## src/rtl/module_bin_bcd.sv

```systemverilog
`default_nettype none
// ============================================================================
// module_bin_bcd : iterative double-dabble binary-to-BCD converter, 4 digits,
//                  inputs above MAX_VAL saturate to 9999.   Rev 1.0
// ============================================================================

module module_bin_bcd #(
  parameter int WIDTH   = 14,
  parameter int MAX_VAL = 9999
) (
  input  logic             clk,
  input  logic             rst,
  input  logic [WIDTH-1:0] binario,
  input  logic             start,
  output logic [3:0]       unidades_output,
  output logic [3:0]       decenas_output,
  output logic [3:0]       centenas_output,
  output logic [3:0]       millares_output,
  output logic             listo,
  output logic             busy,
  output logic             sat
);

  localparam int                BCD_W   = 16;
  localparam int                SR_W    = BCD_W + WIDTH;
  localparam int                CNT_W   = (WIDTH > 1) ? $clog2(WIDTH) : 1;
  localparam logic [WIDTH-1:0]  MAX_BIN = WIDTH'(MAX_VAL);
  localparam logic [CNT_W-1:0]  LAST_IT = CNT_W'(WIDTH - 1);

  typedef enum logic [1:0] {
    IDLE = 2'd0,
    CONV = 2'd1,
    DONE = 2'd2
  } state_t;

  state_t             state;
  state_t             state_next;
  logic [SR_W-1:0]    shreg;
  logic [CNT_W-1:0]   count;
  logic               sat_flag;
  logic [BCD_W-1:0]   bcd_adj;
  logic               over;
  logic [WIDTH-1:0]   bin_clamped;

  assign over        = (binario > MAX_BIN);
  assign bin_clamped = over ? MAX_BIN : binario;

  // Add-3 correction on every BCD nibble before the shift; nibble is <= 9 here
  generate
    for (genvar i = 0; i < 4; i++) begin : g_adj
      logic [3:0] nib;
      assign nib                = shreg[WIDTH + 4*i +: 4];
      assign bcd_adj[4*i +: 4]  = (nib >= 4'd5) ? (nib + 4'd3) : nib;
    end
  endgenerate

  always_ff @(posedge clk) begin
    if (rst) begin
      state <= IDLE;
    end else begin
      state <= state_next;
    end
  end

  always_comb begin
    state_next = state;
    case (state)
      IDLE:    if (start) state_next = CONV;
      CONV:    if (count == LAST_IT) state_next = DONE;
      DONE:    state_next = IDLE;
      default: state_next = IDLE;
    endcase
  end

  always_ff @(posedge clk) begin
    if (rst) begin
      shreg           <= '0;
      count           <= '0;
      sat_flag        <= 1'b0;
      unidades_output <= 4'd0;
      decenas_output  <= 4'd0;
      centenas_output <= 4'd0;
      millares_output <= 4'd0;
      listo           <= 1'b0;
      busy            <= 1'b0;
      sat             <= 1'b0;
    end else begin
      listo <= 1'b0;
      case (state)
        IDLE: begin
          if (start) begin
            shreg    <= {{BCD_W{1'b0}}, bin_clamped};
            sat_flag <= over;
            count    <= '0;
            busy     <= 1'b1;
          end
        end
        CONV: begin
          shreg <= {bcd_adj, shreg[WIDTH-1:0]} << 1;
          count <= count + 1'b1;
        end
        DONE: begin
          unidades_output <= shreg[WIDTH      +: 4];
          decenas_output  <= shreg[WIDTH + 4  +: 4];
          centenas_output <= shreg[WIDTH + 8  +: 4];
          millares_output <= shreg[WIDTH + 12 +: 4];
          sat             <= sat_flag;
          listo           <= 1'b1;
          busy            <= 1'b0;
        end
        default: ;
      endcase
    end
  end

endmodule

`default_nettype wire

```

## config.mk

```make
export PLATFORM = sky130hd
export DESIGN_NAME = module_bin_bcd
export DESIGN_NICKNAME = d
export VERILOG_FILES = /design/src/rtl/module_bin_bcd.sv
export SDC_FILE = /design/constraint.sdc
export NUM_CORES = 1
export LEC_CHECK = 0
export BUFFER_PORTS_ARGS = -buffer_cell sky130_fd_sc_hd__clkbuf_2
export CORE_MARGIN = 8
export CORE_UTILIZATION = 49
export CTS_BUF_LIST = sky130_fd_sc_hd__clkbuf_8 sky130_fd_sc_hd__clkbuf_16
export CTS_CLUSTER_DIAMETER = 120
export DETAILED_ROUTE_END_ITERATION = 10
export MAX_ROUTING_LAYER = met4
export PLACE_DENSITY = 0.76
export SLEW_MARGIN = 20
export SYNTH_ARGS = -nofsm -noshare
export SYNTH_HDL_FRONTEND = slang
export SYNTH_SLANG_ARGS = --single-unit
```

## constraint.sdc

```tcl
create_clock -name clk -period 1.9 [get_ports clk]
set_clock_uncertainty 0.15 [all_clocks]
set_input_delay 0.285 -clock clk [delete_from_list [all_inputs] [get_ports clk]]
set_output_delay 0.285 -clock clk [all_outputs]
set_load 0.1 [all_outputs]
```

== Yosys cells after proc, flatten, opt, wreduce, memory -nomap -nowiden ==
Index checks and enable logic that the tools add are counted.

* Add/subtract/negate cells: 5
* Magnitude comparators: 5
* Equal/unequal tests: 5
* Multiplexer cells: 15
* Reductions and logical operators: 7

{| class="wikitable"
|+ Operators with widths
! cell !! count
|-
| case mux 30 bit (2 select lines) || 1
|-
| two-way mux 30 bit || 1
|-
| greater-or-equal comparator 4 x 3 -> 1 bit, second input constant || 4
|-
| two-way mux 4 bit || 4
|-
| > comparator 14 bit, second input constant || 1
|-
| two-way mux 14 bit || 1
|-
| adder 4 x 2 -> 4 bit, second input constant || 3
|-
| case mux 4 bit (2 select lines) || 1
|-
| AND reduction 2 bit || 4
|-
| adder 4 x 1 -> 4 bit, second input constant || 1
|-
| equality test 4 bit, second input constant || 1
|-
| two-way mux 2 bit || 2
|-
| != test 2 bit, second input constant || 2
|-
| case mux 2 bit (2 select lines) || 1
|-
| nonzero test 2 bit || 2
|-
| adder 3 x 2 -> 3 bit, second input constant || 1
|-
| two-way mux 3 bit || 1
|-
| equality test 2 x 1 -> 1 bit, second input constant || 1
|-
| equality test 2 bit, second input constant || 1
|-
| logical NOT 2 bit || 1
|-
| two-way mux 1 bit || 2
|-
| case mux 1 bit (2 select lines) || 1
|}

* Register bits: 56
* Bits of input ports: 17

== Depth between registers and ports, before layout ==
Gate-level depths: netlist (run 1).

* Depth after elaboration: 4
* Depth in mapped cells: 5
* Mapped depth without buffers: 5

== Worst setup path after synthesis (run 1) ==
OpenSTA, ideal clock, no wires.

* Kind: input to register
* From: input port binario[7]
* To: register shreg[10]
* Arrival: 1.242 ns
* Data required time: 1.623 ns
* Path slack: 0.381 ns
* Stages: 3
* Buffers on the path: 0
* Cell sequence: or4_4 a211oi_4 a21oi_1

* Cells in the longest elaborated chain, start to end: 4

{| class="wikitable"
|+ RTL lines
! what !! line !! RTL
|-
| start: declaration || 13 || <nowiki>input logic [WIDTH-1:0] binario,</nowiki>
|-
| > comparator 14 bit || 45 || <nowiki>assign over = (binario > MAX_BIN);</nowiki>
|-
| two-way mux 14 bit || 46 || <nowiki>assign bin_clamped = over ? MAX_BIN : binario;</nowiki>
|-
| two-way mux 30 bit || 91 || <nowiki>if (start) begin</nowiki>
|-
| case mux 30 bit (2 select lines) || 89 || <nowiki>case (state)</nowiki>
|-
| end signal: assignment || 92 || <nowiki>shreg <= {{BCD_W{1'b0}}, bin_clamped};</nowiki>
|-
| end signal: assignment || 99 || <nowiki>shreg <= {bcd_adj, shreg[WIDTH-1:0]} << 1;</nowiki>
|-
| end: declaration || 38 || <nowiki>logic [SR_W-1:0] shreg;</nowiki>
|}

Every way passes these cells. The select of a mux whose other input is x is not followed.
A chain may end at the register's enable or synchronous reset.

== Worst setup path in the final report (run 1) ==
* From: register state[0]
* To: register shreg[9]

* Cells in the longest elaborated chain, start to end: 3

{| class="wikitable"
|+ RTL lines
! what !! line !! RTL
|-
| start: declaration || 36 || <nowiki>state_t state;</nowiki>
|-
| start signal: assignment || 61 || <nowiki>state <= state_next;</nowiki>
|-
| equality test 2 x 1 -> 1 bit / logical NOT 2 bit (equally long branches) || 89 ||
|-
| nonzero test 2 bit (no line) / != test 2 bit (equally long branches) || - ||
|-
| AND reduction 2 bit (no line) || - ||
|}

Several ways; a longest one is shown, not always the timed one.

==> flow_metrics.env, run 1 <==
export IMPL_grt_total_usage=0.167
export IMPL_synth_seq_area_share=0.431
export IMPL_grt_pass1_vias=2235
export IMPL_final_layout_size_suffix_gt1_frac=0.207
export IMPL_cp_end_kind="flip-flop"
export IMPL_hold_violations=0
export IMPL_hp_start="rst"
export IMPL_antenna_found_initial=0
export IMPL_fp_dieW_um=88.9
export IMPL_rows=26
export IMPL_synth_cell_area_um2=2600
export IMPL_dieArea_um2=7900
export IMPL_grt_pass1_wl_um=10200
export IMPL_fmaxAchievable_ghz=0.618
export IMPL_p_leak_nw=1.09
export IMPL_nNetsFinal=374
export IMPL_cts_max_path_buffers=2
export IMPL_path_cells="o21bai_2, buf_4, a211oi_4, a21oi_1"
export IMPL_clk_insertion_delay_late_ns=0.31
export IMPL_path_clk_slew_ns=0.09
export IMPL_post_drt_wl_per_cell_um=14.6
export IMPL_cp_arrival_ns=1.65
export IMPL_criticalPathCategory="flip-flop to flip-flop"
export IMPL_drv_slew=0
export IMPL_drtPass1Iterations=4
export IMPL_r2r_start="state[0]"
export IMPL_synth_area_top_cells="dfxtp_1, a21oi_1, nand2_1"
export IMPL_worst_pin_slew_ns=0.548
export IMPL_drtIter0Drc=168
export IMPL_synthArstFlopShare=0
export IMPL_fin_util=0.593
export IMPL_drt_wl_total_um=6090
export IMPL_max_cap_violations=0
export IMPL_diodes=0
export IMPL_cts_buffers=5
export IMPL_grt_overflow_total=0
export IMPL_ff_latch_area_um2=1120
export IMPL_syn_nets=332
export IMPL_area_growth_pct=16.5
export IMPL_grt_start_max_net_pins=33
export IMPL_core_um2=5110
export IMPL_hpwl_um=4480
export IMPL_root_buffer="clkbuf_8"
export IMPL_synth_edf_count=0
export IMPL_setup_viol=0
export IMPL_multi_input_area_um2=1320
export IMPL_io_pins=36
export IMPL_power_density_nw_per_um2=735
export IMPL_fill_cells=448
export IMPL_vias=2326
export IMPL_cts_max_level=2
export IMPL_final_min_clock_period_ns=1.62
export IMPL_cpPeakStageDelay_ns=0.53
export IMPL_via_per_inst=5.56
export IMPL_drc_errors=0
export IMPL_chipHeight_um=88.9
export IMPL_vdd_drop_max_uv=500
export IMPL_yosys_area_top_type="dfxtp_1"
export IMPL_rsz0062_at_grt="false"
export IMPL_crit_slowest_cell="dfxtp_1"
export IMPL_slew_headroom=0.637
export IMPL_post_cts_buffers=0
export IMPL_worst_path_buf_inv=1
export IMPL_synth_top_cell_area_share=0.431
export IMPL_portBuffers=35
export IMPL_cts_hold_buf=0
export IMPL_cts_tree="done"
export IMPL_min_path_type="input port to flip-flop"
export IMPL_cpLargestDelayFamily="compound AO/OA/AOI/OAI gates"
export IMPL_worstPathRequired_ns=1.93
export IMPL_gp_congestion=0.850
export IMPL_cp_max_fo=10
export IMPL_cts_resized=0
export IMPL_setup_tns_ns=0
export IMPL_yosys_register_bits=56
export IMPL_cp_start_kind="flip-flop"
export IMPL_cts_sinks=56
export IMPL_ys_types=40
export IMPL_syn_area_per_cell_um2=8.53
export IMPL_yosysWarnings=0
export IMPL_synthCells=305
export IMPL_status="finished clean"
export IMPL_start_util=0.509
export IMPL_ant_nets=0
export IMPL_ys_dominant_reg_cell="dfxtp_1"
export IMPL_fin_crit_sh=0.852
export IMPL_crit_start="state[0]"
## cells in the mapped netlist (all sizes together), types with 2 or more instances
library cell  instances
o221ai                6
o21a                  5
o41ai                 3
nand4                 4
buf                  15
nand2b                6
a211oi                2
nor2                 16
a22oi                 5
nand3                18
dfxtp                56
nor3b                 2
xnor2                 3
a21oi                37
nor2b                 6
o22ai                 4
clkbuf                5
nor4b                 5
o21ai                 8
o2111ai               8
o211ai                9
ha                   10
a222oi                2
nand2                38
inv                  19
## final cells by class
| type | count | area share |
|---|---|---|
| Clock buffer | 5 | 0.0227 |
| Clock inverter | 3 | 0.0128 |
| Multi-Input combinational cell | 210 | 0.435 |
| Sequential cell | 56 | 0.370 |
| Tap cell | 70 | 0.0289 |
| Inverter | 19 | 0.0235 |
| Timing Repair Buffer | 55 | 0.107 |
## per-layer routing
metal	up-vias	routed length [um]	GRT usage
met5	-	0	-
met4	0	91	0.0661
met3	6	186	0.0223
met2	49	2960	0.283
met1	1096	2850	0.195
li1	1175	-	-
## final timing paths
path,slack (ns),end,cells after the start
worst max-delay path,0.28,shreg[9],4
worst min-delay path,0.07,shreg[29],2
worst min register to register,0.31,centenas_output[3],2
worst max register to register,0.28,shreg[9],4
## sequential cells by signal (all words and copies together) (netlist names)
name and cells:
millares_output 4, sat 1, busy 1, sat_flag 1, state 2, unidades_output 4
centenas_output 4, listo 1, decenas_output 4, shreg 30, count 4
## worst reg2reg max path, delay by kind of cell, from the launching register on
family | cells | cell delay [ns]
buffers and inverters | 1 | 0.21
flip-flops | 1 | 0.53
AO/OA/AOI/OAI | 3 | 0.62
## logic make-up after synthesis
logic type | count (synthesis) | share of synthesized area
AO/OA/AOI/OAI | 94 | 0.246
XOR/XNOR | 3 | 0.0101
adder cells (fa/ha/maj) | 10 | 0.0481
buffers and inverters | 39 | 0.0630
flip-flops | 56 | 0.431
multiplexers | 1 | 0.00385
AND/OR/NAND/NOR | 102 | 0.198
## power breakdown
part	internal [W]	leakage [nW]	switching (W)
Clock	0.000387	0.0593	0.000376
Combinational	0.0000923	0.578	0.000140
Sequential	0.00121	0.455	0.0000255
## per-stage QoR
step / setup WS (ns) / hold slack (ns) / total power [W] / cell area, um2 / instances
6_report: 0.281 / 0.0716 / 0.00223 / 3030 / 418
5_1_grt: 0.155 / 0.0631 / 0.00231 / 3030 / 418
4_1_cts: 0.287 / 0.0684 / 0.00224 / 3030 / 418
3_5_place_dp: 0.170 / 0.299 / 0.00149 / 2920 / 410
3_3_place_gp: 0.204 / 0.292 / 0.00148 / 2920 / 410
2_1_floorplan: 0.381 / 0.279 / 0.00140 / 2600 / 305
## cell usage in the layout (no fill, tap or decap), drive strengths merged, types with 8 or more instances in the layout
cell type  instances
nand2             38
a21oi             37
o211ai             9
clkbuf            40
o2111ai            8
nor2              16
inv               20
ha                10
nand3             18
o21ai              8
dfxtp             56
buf               20
(Power assumes the default switching activity.)
==> run 2, diff against run 1 <==
- CORE_UTILIZATION: 49 -> 45
- PLACE_DENSITY: 0.76 -> 0.71
==> run 2 against run 1 <==
  * Hold slack better by 0.0090 ns
  * Register-to-register slack got worse by 0.06 ns
  * First-iteration DRC count shrank 23%
  * Sequential share of layout area increased by 0.23 points
  * Highest routed layer unchanged
  * Wire length rose by 0.13%
  * Critical endpoint is now shreg[29]
  * Utilization decreased by 5.0 points
  * Clock power shrank 18%
  * Setup slack got worse by 0.063 ns
  * Final area decreased by 0.62%
  * Total power down 6.2%
==> flow_metrics.env, run 2 (synthesis results as in run 1) <==
export IMPL_final_cell_mix="dfxtp_1, nand2_1, a21oi_1, clkbuf_2, inv_1"
export IMPL_portBuffers=35
export IMPL_io_pins=36
export IMPL_multi_input_area_um2=1320
export IMPL_grt_total_usage=0.150
export IMPL_vias=2329
export IMPL_largest_register_ffs=30
export IMPL_root_buffer="clkbuf_8"
export IMPL_cp_end_kind="flip-flop"
export IMPL_cts_hold_buf=0
export IMPL_cts_max_path_buffers=2
export IMPL_rsz0062_at_grt="false"
export IMPL_via_per_inst=5.57
export IMPL_fmaxAchievable_ghz=0.595
export IMPL_max_cap_violations=0
export IMPL_criticalPathCategory="flip-flop to flip-flop"
export IMPL_post_drt_wl_per_cell_um=14.6
export IMPL_grt_start_max_net_pins=23
export IMPL_cpLargestDelayFamily="compound AO/OA/AOI/OAI gates"
export IMPL_cts_max_level=2
export IMPL_min_path_type="input port to flip-flop"
export IMPL_core_um2=5540
export IMPL_postLayoutCellArea_um2=3010
export IMPL_worst_path_buf_inv=1
export IMPL_path_cells="o21bai_2, buf_4, o21ai_0, a21oi_1"
export IMPL_cp_max_fo=13
export IMPL_worst_pin_slew_ns=0.561
export IMPL_setup_tns_ns=0
export IMPL_place_area_um2=2930
export IMPL_p_leak_nw=1.07
export IMPL_dieArea_um2=8470
export IMPL_cts_tree="done"
export IMPL_chipHeight_um=92.0
export IMPL_cp_arrival_ns=1.78
export IMPL_setup_viol=0
export IMPL_dp_cells=411
export IMPL_grt_pass1_vias=2199
export IMPL_ant_nets=0
export IMPL_fp_dieW_um=92.0
export IMPL_status="finished clean"
export IMPL_top_register="shreg"
export IMPL_final_layout_size_suffix_gt1_frac=0.205
export IMPL_cts_resized=0
export IMPL_gp_congestion=0.860
export IMPL_ff_latch_area_um2=1120
export IMPL_cts_buffers=5
export IMPL_hold_violations=0
export IMPL_final_common_cell="dfxtp_1"
export IMPL_crit_slowest_cell="o21bai_2"
export IMPL_stdcell_count=418
export IMPL_final_min_clock_period_ns=1.68
export IMPL_fin_crit_sh=0.885
export IMPL_nNetsFinal=373
export IMPL_drtIter0Drc=130
export IMPL_drt_wl_total_um=6100
export IMPL_antenna_found_initial=0
export IMPL_cts_sinks=56
export IMPL_drv_slew=0
export IMPL_grt_overflow_total=0
export IMPL_area_growth_pct=15.7
export IMPL_rows=27
export IMPL_cp_start_kind="flip-flop"
export IMPL_start_util=0.470
export IMPL_path_clk_slew_ns=0.10
export IMPL_drc_errors=0
export IMPL_power_density_nw_per_um2=694
export IMPL_clk_insertion_delay_late_ns=0.31
export IMPL_worstPathRequired_ns=1.99
export IMPL_cpPeakStageDelay_ns=0.53
export IMPL_hpwl_um=4420
export IMPL_fill_cells=555
export IMPL_post_cts_buffers=0
export IMPL_drtPass1Iterations=4
export IMPL_slew_headroom=0.626
export IMPL_grt_pass1_wl_um=10300
export IMPL_diodes=0
export IMPL_vdd_drop_max_uv=377
## run 2: changes by cell type in the layout (fill, tap and decap cells not counted), sizes merged
cell | before | now
buf | 20 | 19
clkinvlp | 0 | 1
inv | 20 | 19
bufinv | 1 | 0
## run 2: cell type report
class / instances / share of cell area
clock buffer: 5 / 0.0229
clock inverter: 2 / 0.00416
inverter: 19 / 0.0237
multi-input combinational: 210 / 0.437
sequential: 56 / 0.372
tap: 72 / 0.0299
timing repair buffer: 54 / 0.110
## run 2: tightest hold or removal path, stage by stage
cell	delay [ns]
clkbuf_2	0.07
nor2_1	0.03
a21oi_1	0.11
## run 2: metrics by stage
stage,util,setup WS [ns],total power (W),hold slack (ns)
2_1_floorplan,-,0.381,0.00140,0.279
3_3_place_gp,0.529,0.214,0.00148,0.293
3_5_place_dp,0.529,0.209,0.00149,0.295
4_1_cts,0.543,0.230,0.00211,0.0764
5_1_grt,0.543,0.0568,0.00219,0.0781
6_report,0.543,0.218,0.00209,0.0806
## run 2: worst paths after layout
kind / from / to / slack, ns / depth (start not counted)
min reg2reg: decenas_output[1] / decenas_output[1] / 0.31 / 2
max reg2reg: state[0] / shreg[29] / 0.22 / 4
min: binario[2] / shreg[2] / 0.08 / 3
max: state[0] / shreg[29] / 0.22 / 4
## run 2: report_power, final
group          switching (W)  internal [W]
Sequential         0.0000253       0.00121
Clock               0.000376      0.000251
Combinational       0.000139     0.0000938
Total               0.000539       0.00155
## run 2: metal layers
layer  vias up  GRT usage  part of all wire
met5         -          -                 0
li1       1181          -                 -
met2        46      0.236              0.48
met4         0     0.0510             0.011
met1      1095      0.184              0.47
met3         7     0.0342             0.039
==> run 3, diff against run 2 <==
- CELL_PAD_IN_SITES_DETAIL_PLACEMENT: not set -> 1
- CELL_PAD_IN_SITES_GLOBAL_PLACEMENT: not set -> 2
- CORE_UTILIZATION: 45 -> 31
- PLACE_DENSITY: 0.71 -> 0.81
- clock period: 1.9 -> 1.5 ns (I/O delays scaled with it)
==> run 3 against run 2 <==
  * Utilization shrank 11 points
  * Clock-buffer cell count grew 1
  * Clock power grew 37%
  * Hold slack lost 0.054 ns
  * Largest power group unchanged
  * Critical endpoint is now shreg[15]
==> flow_metrics.env, run 3 (synthesis results as in run 1) <==
export IMPL_fmaxAchievable_ghz=0.686
export IMPL_drtIter0Drc=66
export IMPL_multi_input_area_um2=1410
export IMPL_drtPass1Iterations=6
export IMPL_ant_nets=0
export IMPL_grt_pass1_vias=2521
export IMPL_area_growth_pct=37.4
export IMPL_via_per_inst=5.18
export IMPL_worstPathRequired_ns=1.54
export IMPL_worst_pin_slew_ns=0.315
export IMPL_fp_dieW_um=108
export IMPL_top_register="shreg"
export IMPL_fill_cells=970
export IMPL_final_cell_mix="dfxtp_1, nand2_1, buf_4, a21oi_1"
export IMPL_rows=33
export IMPL_slew_headroom=0.789
export IMPL_cts_hold_buf=0
export IMPL_chipHeight_um=108
export IMPL_drt_wl_total_um=7240
export IMPL_final_layout_size_suffix_gt1_frac=0.295
export IMPL_root_buffer="clkbuf_8"
export IMPL_cp_arrival_ns=1.50
export IMPL_cts_max_level=2
export IMPL_cts_buffers=5
export IMPL_status="finished clean"
export IMPL_place_ws_ns=-0.146
export IMPL_cts_sinks=56
export IMPL_criticalPathCategory="flip-flop to flip-flop"
export IMPL_final_min_clock_period_ns=1.46
export IMPL_min_path_type="input port to flip-flop"
export IMPL_setup_viol=0
export IMPL_grt_overflow_total=0
export IMPL_clk_insertion_delay_late_ns=0.31
export IMPL_cp_end_kind="flip-flop"
export IMPL_post_drt_wl_per_cell_um=15.4
export IMPL_finalPower_w=0.00275
export IMPL_dieArea_um2=11600
export IMPL_nNetsFinal=392
export IMPL_cp_max_fo=5
export IMPL_drv_slew=0
export IMPL_antenna_found_initial=0
export IMPL_final_common_cell="dfxtp_1"
export IMPL_grt_start_max_net_pins=20
export IMPL_cts_tree="done"
export IMPL_drc_errors=0
export IMPL_grt_total_usage=0.131
export IMPL_start_util=0.318
export IMPL_hpwl_um=5380
export IMPL_fin_crit_sh=0.972
export IMPL_max_cap_violations=0
export IMPL_portBuffers=35
export IMPL_largest_register_ffs=30
export IMPL_ff_latch_area_um2=1130
export IMPL_diodes=0
export IMPL_power_density_nw_per_um2=769
export IMPL_cp_start_kind="flip-flop"
export IMPL_core_um2=8180
export IMPL_vias=2440
export IMPL_timing_final_ws_setup_ns=0.0415
export IMPL_gp_congestion=0.842
export IMPL_cts_max_path_buffers=2
export IMPL_hold_violations=0
export IMPL_grt_pass1_wl_um=12200
export IMPL_io_pins=36
export IMPL_vdd_drop_max_uv=359
export IMPL_path_clk_slew_ns=0.10
export IMPL_p_leak_nw=1.29
run 3: cell types whose count changed in the layout (fill, tap and decap cells not counted), moves of 3 or more:
| cell | previous run | this run |
|---|---|---|
| dfxtp_1 | 56 | 50 |
| o41ai_2 | 0 | 3 |
| nor2b_1 | 6 | 2 |
| buf_12 | 1 | 19 |
| dfxtp_2 | 0 | 6 |
| o41ai_1 | 3 | 0 |
| clkbuf_2 | 35 | 16 |
| buf_4 | 18 | 38 |
| nor2b_2 | 0 | 3 |
run 3: area by class of cell:
type,instances,area share
multi-input cells,210,0.393
flip-flops and latches,56,0.316
repair buffers,73,0.209
well taps,105,0.0368
clock buffers,6,0.0231
inverters,19,0.0207
clock inverters,2,0.00210
run 3: final timing paths:
check                  start            endpoint  slack (ns)  depth (start not counted)
hold / removal    binario[1]            shreg[1]        0.03                          3
hold reg to reg    shreg[25]  centenas_output[3]        0.33                          2
setup reg to reg   shreg[14]           shreg[15]        0.04                          5
setup / recovery   shreg[14]           shreg[15]        0.04                          5
run 3: timing repair:
item                                    in CTS  in global routing
endpoints found under the setup margin       9                 43
gates resized for setup                      3                 22
buffers inserted                             0                  3
pin swaps                                    0                  3
run 3: through the flow:
stage / utilization / std cells / TNS [ns] / hold WS (ns) / area, um2
after floorplan: - / 305 / 0 / 0.230 / 2600
after global placement: 0.411 / 460 / -1.19 / 0.313 / 3360
after detailed placement: 0.411 / 460 / -1.45 / 0.317 / 3360
after CTS: 0.425 / 468 / 0 / 0.0203 / 3470
after global routing: 0.437 / 471 / -0.0547 / 0.0274 / 3570
final: 0.437 / 471 / 0 / 0.0270 / 3570
run 3: routing by layer:
layer | part of all wire | vias to the layer above | global-route usage
li1 | - | 1218 | -
met1 | 0.47 | 1175 | 0.156
met2 | 0.49 | 36 | 0.217
met3 | 0.029 | 11 | 0.0257
met4 | 0.018 | 0 | 0.0406
met5 | 0 | - | -
run 3: worst max-delay path: stages (launching register included):
cell	delay [ns]
dfxtp_2	0.33
buf_4	0.14
ha_1	0.20
nor2b_2	0.17
o21a_1	0.22
o211ai_1	0.13
run 3: power breakdown:
group	internal, W	switching [W]	total (W)	leakage, nW
Sequential	0.00153	0.0000305	0.00156	0.457
Combinational	0.000140	0.000194	0.000334	0.781
Clock	0.000365	0.000493	0.000858	0.0538
Total	0.00203	0.000718	0.00275	1.29
